===== src/rtl/fetch_decode_unit.sv =====
// fetch_decode_unit
//   Instruction sequencer for a combinational 8-bit ALU. It fetches 8-bit
//   instructions {opcode[7:4], operand[3:0]} from a synchronous program ROM,
//   decodes them, and commits the ALU result. It owns the PC and the
//   accumulator. Every instruction runs in a fixed FETCH/DECODE/EXECUTE loop.
//   HALT is terminal until reset.
//
// Parameters
//   ADDR_W     PC / ROM address width (>= 4); JMP target is zero-extended
//   ACC_RESET  accumulator value loaded on reset
//
// Ports
//   clk          in   rising-edge clock
//   rst_n        in   asynchronous active-low reset
//   run          in   1 = may leave FETCH, 0 = hold in FETCH
//   imem_addr    out  ROM address (= pc)
//   imem_rdata   in   ROM data, valid the cycle after imem_addr
//   alu_opcode   out  ir[7:4]
//   alu_operand  out  ir[3:0]
//   alu_acc      out  accumulator to the ALU
//   alu_result   in   ALU combinational result
//   acc          out  architectural accumulator
//   pc           out  program counter
//   halted       out  sticky HALT flag
module fetch_decode_unit #(
  parameter int unsigned ADDR_W    = 4,
  parameter logic [7:0]  ACC_RESET = 8'h00
) (
  input  logic              clk,
  input  logic              rst_n,
  input  logic              run,
  output logic [ADDR_W-1:0] imem_addr,
  input  logic [7:0]        imem_rdata,
  output logic [3:0]        alu_opcode,
  output logic [3:0]        alu_operand,
  output logic [7:0]        alu_acc,
  input  logic [7:0]        alu_result,
  output logic [7:0]        acc,
  output logic [ADDR_W-1:0] pc,
  output logic              halted
);

  typedef enum logic [1:0] {
    S_FETCH   = 2'd0,
    S_DECODE  = 2'd1,
    S_EXECUTE = 2'd2,
    S_HALT    = 2'd3
  } state_t;

  typedef enum logic [3:0] {
    OP_ADDI = 4'h0,
    OP_SUBI = 4'h1,
    OP_AND  = 4'h2,
    OP_OR   = 4'h3,
    OP_JMP  = 4'h4,
    OP_HALT = 4'hF
  } opcode_t;

  state_t            r_state;
  state_t            w_state_nxt;
  logic [ADDR_W-1:0] r_pc;
  logic [ADDR_W-1:0] w_pc_nxt;
  logic [7:0]        r_ir;
  logic [7:0]        w_ir_nxt;
  logic [7:0]        r_acc;
  logic [7:0]        w_acc_nxt;
  logic              r_halted;
  logic              w_halted_nxt;
  logic [ADDR_W-1:0] w_pc_inc;
  logic [ADDR_W-1:0] w_jmp_target;

  // Increment wraps naturally at 2^ADDR_W.
  assign w_pc_inc     = r_pc + ADDR_W'(1);
  assign w_jmp_target = ADDR_W'(r_ir[3:0]);

  always_ff @(posedge clk or negedge rst_n) begin
    if (!rst_n) begin
      r_state  <= S_FETCH;
      r_pc     <= '0;
      r_ir     <= '0;
      r_acc    <= ACC_RESET;
      r_halted <= 1'b0;
    end else begin
      r_state  <= w_state_nxt;
      r_pc     <= w_pc_nxt;
      r_ir     <= w_ir_nxt;
      r_acc    <= w_acc_nxt;
      r_halted <= w_halted_nxt;
    end
  end

  always_comb begin
    w_state_nxt  = r_state;
    w_pc_nxt     = r_pc;
    w_ir_nxt     = r_ir;
    w_acc_nxt    = r_acc;
    w_halted_nxt = r_halted;

    unique case (r_state)
      S_FETCH: begin
        if (run) begin
          w_state_nxt = S_DECODE;
        end
      end

      S_DECODE: begin
        // The ROM answers the address held during FETCH; pc is unchanged
        // so imem_addr stays stable here.
        w_ir_nxt    = imem_rdata;
        w_state_nxt = S_EXECUTE;
      end

      S_EXECUTE: begin
        w_state_nxt = S_FETCH;
        case (r_ir[7:4])
          OP_ADDI, OP_SUBI, OP_AND, OP_OR: begin
            w_acc_nxt = alu_result;
            w_pc_nxt  = w_pc_inc;
          end
          OP_JMP: begin
            w_pc_nxt = w_jmp_target;
          end
          OP_HALT: begin
            w_halted_nxt = 1'b1;
            w_state_nxt  = S_HALT;
          end
          default: begin
            w_pc_nxt = w_pc_inc;
          end
        endcase
      end

      S_HALT: begin
        w_state_nxt = S_HALT;
      end

      default: begin
        w_state_nxt = S_FETCH;
      end
    endcase
  end

  assign imem_addr   = r_pc;
  assign pc          = r_pc;
  assign acc         = r_acc;
  assign alu_acc     = r_acc;
  assign alu_opcode  = r_ir[7:4];
  assign alu_operand = r_ir[3:0];
  assign halted      = r_halted;

endmodule


===== config.mk =====
export PLATFORM = sky130hd
export DESIGN_NAME = fetch_decode_unit
export DESIGN_NICKNAME = d
export VERILOG_FILES = /design/src/rtl/fetch_decode_unit.sv
export SDC_FILE = /design/constraint.sdc
export NUM_CORES = 1
export LEC_CHECK = 0
export ABC_AREA = 1
export CAP_MARGIN = 20
export CORE_ASPECT_RATIO = 1.4
export CORE_MARGIN = 2
export CORE_UTILIZATION = 44
export CTS_CLUSTER_SIZE = 10
export DETAILED_ROUTE_END_ITERATION = 6
export PLACE_DENSITY = 0.87
export SYNTH_ARGS = -nofsm -noshare
export SYNTH_HDL_FRONTEND = slang
export SYNTH_SLANG_ARGS = --single-unit

===== constraint.sdc =====
create_clock -name clk -period 1.9 [get_ports clk]
set_input_delay 0.285 -clock clk [delete_from_list [all_inputs] [get_ports clk]]
set_output_delay 0.285 -clock clk [all_outputs]
set_load 0.02 [all_outputs]

==> out/results.md <==
* clkdlybuf4s50_1 — sequence of cells on the critical path
* 185 — final layout net count
* 4 — TritonRoute pass-1 iters
* 0 — final count of pins violating max slew
* 2990 um2 — total die area
* 3 — TritonCTS Buffers
* 0.12 ns — Clock transition at path regs
* 194 — instance count after placement with tap cells included
* 198 — Non-Filler Instances
* 0 — warning count from the yosys run
* 15.2% — share of post-route cells with drive strength above 1
* 0 — CTS Hold Bufs
* 0 — Hold Violations, Final
* 0 — DR DRC count
* 0.702 — RePlAce Congestion
* 0 — grt ovf
* 1130 um2 — Synth Cell Area
* 90.9% — share of the clock period used by the worst path
* 0 — antenna diode count
* 3840 um — wire length of the first global-routing pass
* 1630 um2 — area of all placed cells without fillers
* 3120 uW — overall power
* 2440 um — final wirelength
* 1.11% — share of synthesized cell area in full adder, half adder and majority cells
* 1 — CP bufs+invs
* 44.1% — signed area change from the synthesized netlist to the final layout
* 894 — vias in the first global route
* 9.42 um2 — mean post-synth cell area
* 120 — Post-Syn Instances
* 23 — post-synthesis sequential element count
* simple AND/OR/NAND/NOR gates — main combinational cell family by area after synthesis
* reg -> out — Setup CP Type
* 0 — quantity of gates resized following cts
* 0.446 ns — actual slew at the worst max-slew pin
* 6 — number of cells traversed by the worst register-to-register path
* 0.00110 ns — setup clock skew after layout
* register — crit start category
* 0.68 ns — Register-to-Register Setup Slack
* no — setup repair after global routing missed its margin
* 27 — iteration-0 DRC count of the detailed router
* 51 — Port Buffer Count
* 6.98% — multiplexer share of the synthesized area
* 0 — Finish-stage setup viols
* 21 — number of rows in the core area
* buffers and inverters — dominant delay contributor by cell family on the critical path
* clkdlybuf4s50_1 — CP max stage cell
* 2 — maximum clock insertion buffer count
* 1910 nW/um2 — power density over cell area
* 24 — pin count of the biggest net entering global routing
* 23 — number of clock sinks seen by CTS
* 2420 um2 — Core ar.
* 4.32% — post-synthesis compound-gate area fraction
* 1900 um — post-detail-place hpwl
* 0 — number of antenna violations at the first check in global routing
* 0.579 GHz — max frequency
* 25.4% — post-synthesis share of cell area spent on and, or, nand and nor gates
* output port — endpoint kind of the worst setup timing path
* 7 — CP Max Fanout
* 208 — filler instances
* 46.8 um — die width
* 1 — CP Depth
* 64.0 um — die height
* yes — CTS tree
* 52 — num ports
* in -> async — path type of the worst min-delay path
* 1.44 ns — worst path arrival time
* 1.73 ns — post-route minimum period
* 46.7% — initial core utilization
* 0 — number of violations of the max-capacitance limit
* 1.62 ns — data required time at the worst endpoint
* 1 — depth of the CTS H-tree
* 4.86 — vias per inst
* 50.9% — fraction of the yosys area taken by sequential cells
* 17.3% — GRT Util Overall
* 0.31 ns — later-pin clock latency in the skew report
* 70.2% — Rel. slew slack
* 0.000747 uW — Pleak
* 0% — share of the synthesized netlist area taken by xor and xnor gates
* 1600 um2 — Post-DP Area
* 0.66 ns — CP peak stage delay
* 1.10 mV — worst voltage drop across the vdd grid
* clkbuf_4 — clock root buffer master
* 0 — setup fix buffers added after clock tree synthesis
* finished clean — run status
* 12.3 um — average wire per standard cell
* 140 — Post-Syn Nets
* 0 ns — Sum Neg Setup Slack
* 19 — count of distinct cell types in the synthesized netlist
* 0 — antenna-violating nets left
* 67.3% — share of the core filled with cells in the final layout
* 963 — total vias in the final route
[routing by layer]
metal	vias to the layer above	wire [um]	global-route usage (%)
li1	461	-	-
met1	457	971	18.8
met2	41	1280	31.2
met3	4	159	2.82
met4	0	32	6.60
met5	-	0	0
[synth_stat cells]
cell type	instances	area [um2]
nand3_1	11	55.1
or2_2	1	6.26
o21ai_1	3	15.0
nor2_1	10	37.5
mux2_2	7	78.8
nor2_2	3	18.8
ha_1	1	12.5
a21oi_1	2	10.0
dfrtp_1	23	576
buf_4	12	90.1
inv_1	5	18.8
inv_2	2	7.51
inv_8	1	11.3
nand2_2	2	12.5
o21bai_1	1	7.51
nand4_1	1	6.26
nand2_1	31	116
nand2_4	3	33.8
o21ai_4	1	16.3
[power breakdown]
part	leakage, uW	internal, uW	switching (uW)
clock network	0.0000177	78.6	145
logic	0.000455	901	1010
registers	0.000274	737	246
total	0.000747	1720	1400
[layout by cell type, fill, tap and decap left out]
master	count
inv_2	2
ha_1	1
a21oi_1	2
or2_2	1
mux2_2	7
inv_1	5
nor2_1	10
nor2_2	3
o21ai_1	3
nand2_4	3
clkbuf_4	3
nand3_1	11
nand4_1	1
nand2_2	2
inv_8	1
nand2_1	31
clkdlybuf4s50_1	51
dfrtp_1	23
o21ai_4	1
buf_4	1
clkinv_2	1
o21bai_1	1
[layout make-up]
type / count / area, um2 / area share (%)
clock buffers: 3 / 22.5 / 1.38
clock inverters: 1 / 5.00 / 0.307
inverters: 8 / 37.5 / 2.31
multi-input cells: 77 / 427 / 26.2
flip-flops and latches: 23 / 576 / 35.4
well taps: 34 / 42.5 / 2.61
repair buffers: 52 / 518 / 31.8
[registers in the layout, summed over array words and instances (netlist names)]
register	cells
r_state	2
imem_addr	4
halted	1
r_ir	8
acc	8
[stage by stage]
stage,hold WS (ns),worst slack [ns]
2_1_floorplan,-0.0106,0.676
3_3_place_gp,0.467,0.550
3_5_place_dp,0.482,0.533
4_1_cts,0.321,0.159
5_1_grt,0.338,0.0763
6_report,0.318,0.172
[cells by family (layout without fill, tap and decap cells)]
| kind of cell | after synthesis | after routing |
|---|---|---|
| simple gates | 62 | 62 |
| flops | 23 | 23 |
| mux | 7 | 7 |
| fa+ha+maj | 1 | 1 |
| buf+inv | 20 | 64 |
| compound gates | 7 | 7 |
[worst paths after layout]
path / start / to
max in group asynchronous: rst_n / r_ir[4]
worst min register to register: halted / halted
worst min-delay path: rst_n / imem_addr[3]
worst max-delay path: imem_addr[2] / imem_addr[2]
min in group clk: halted / halted
worst max register to register: imem_addr[1] / imem_addr[2]
No activity file was read; power rests on OpenSTA's default activity.
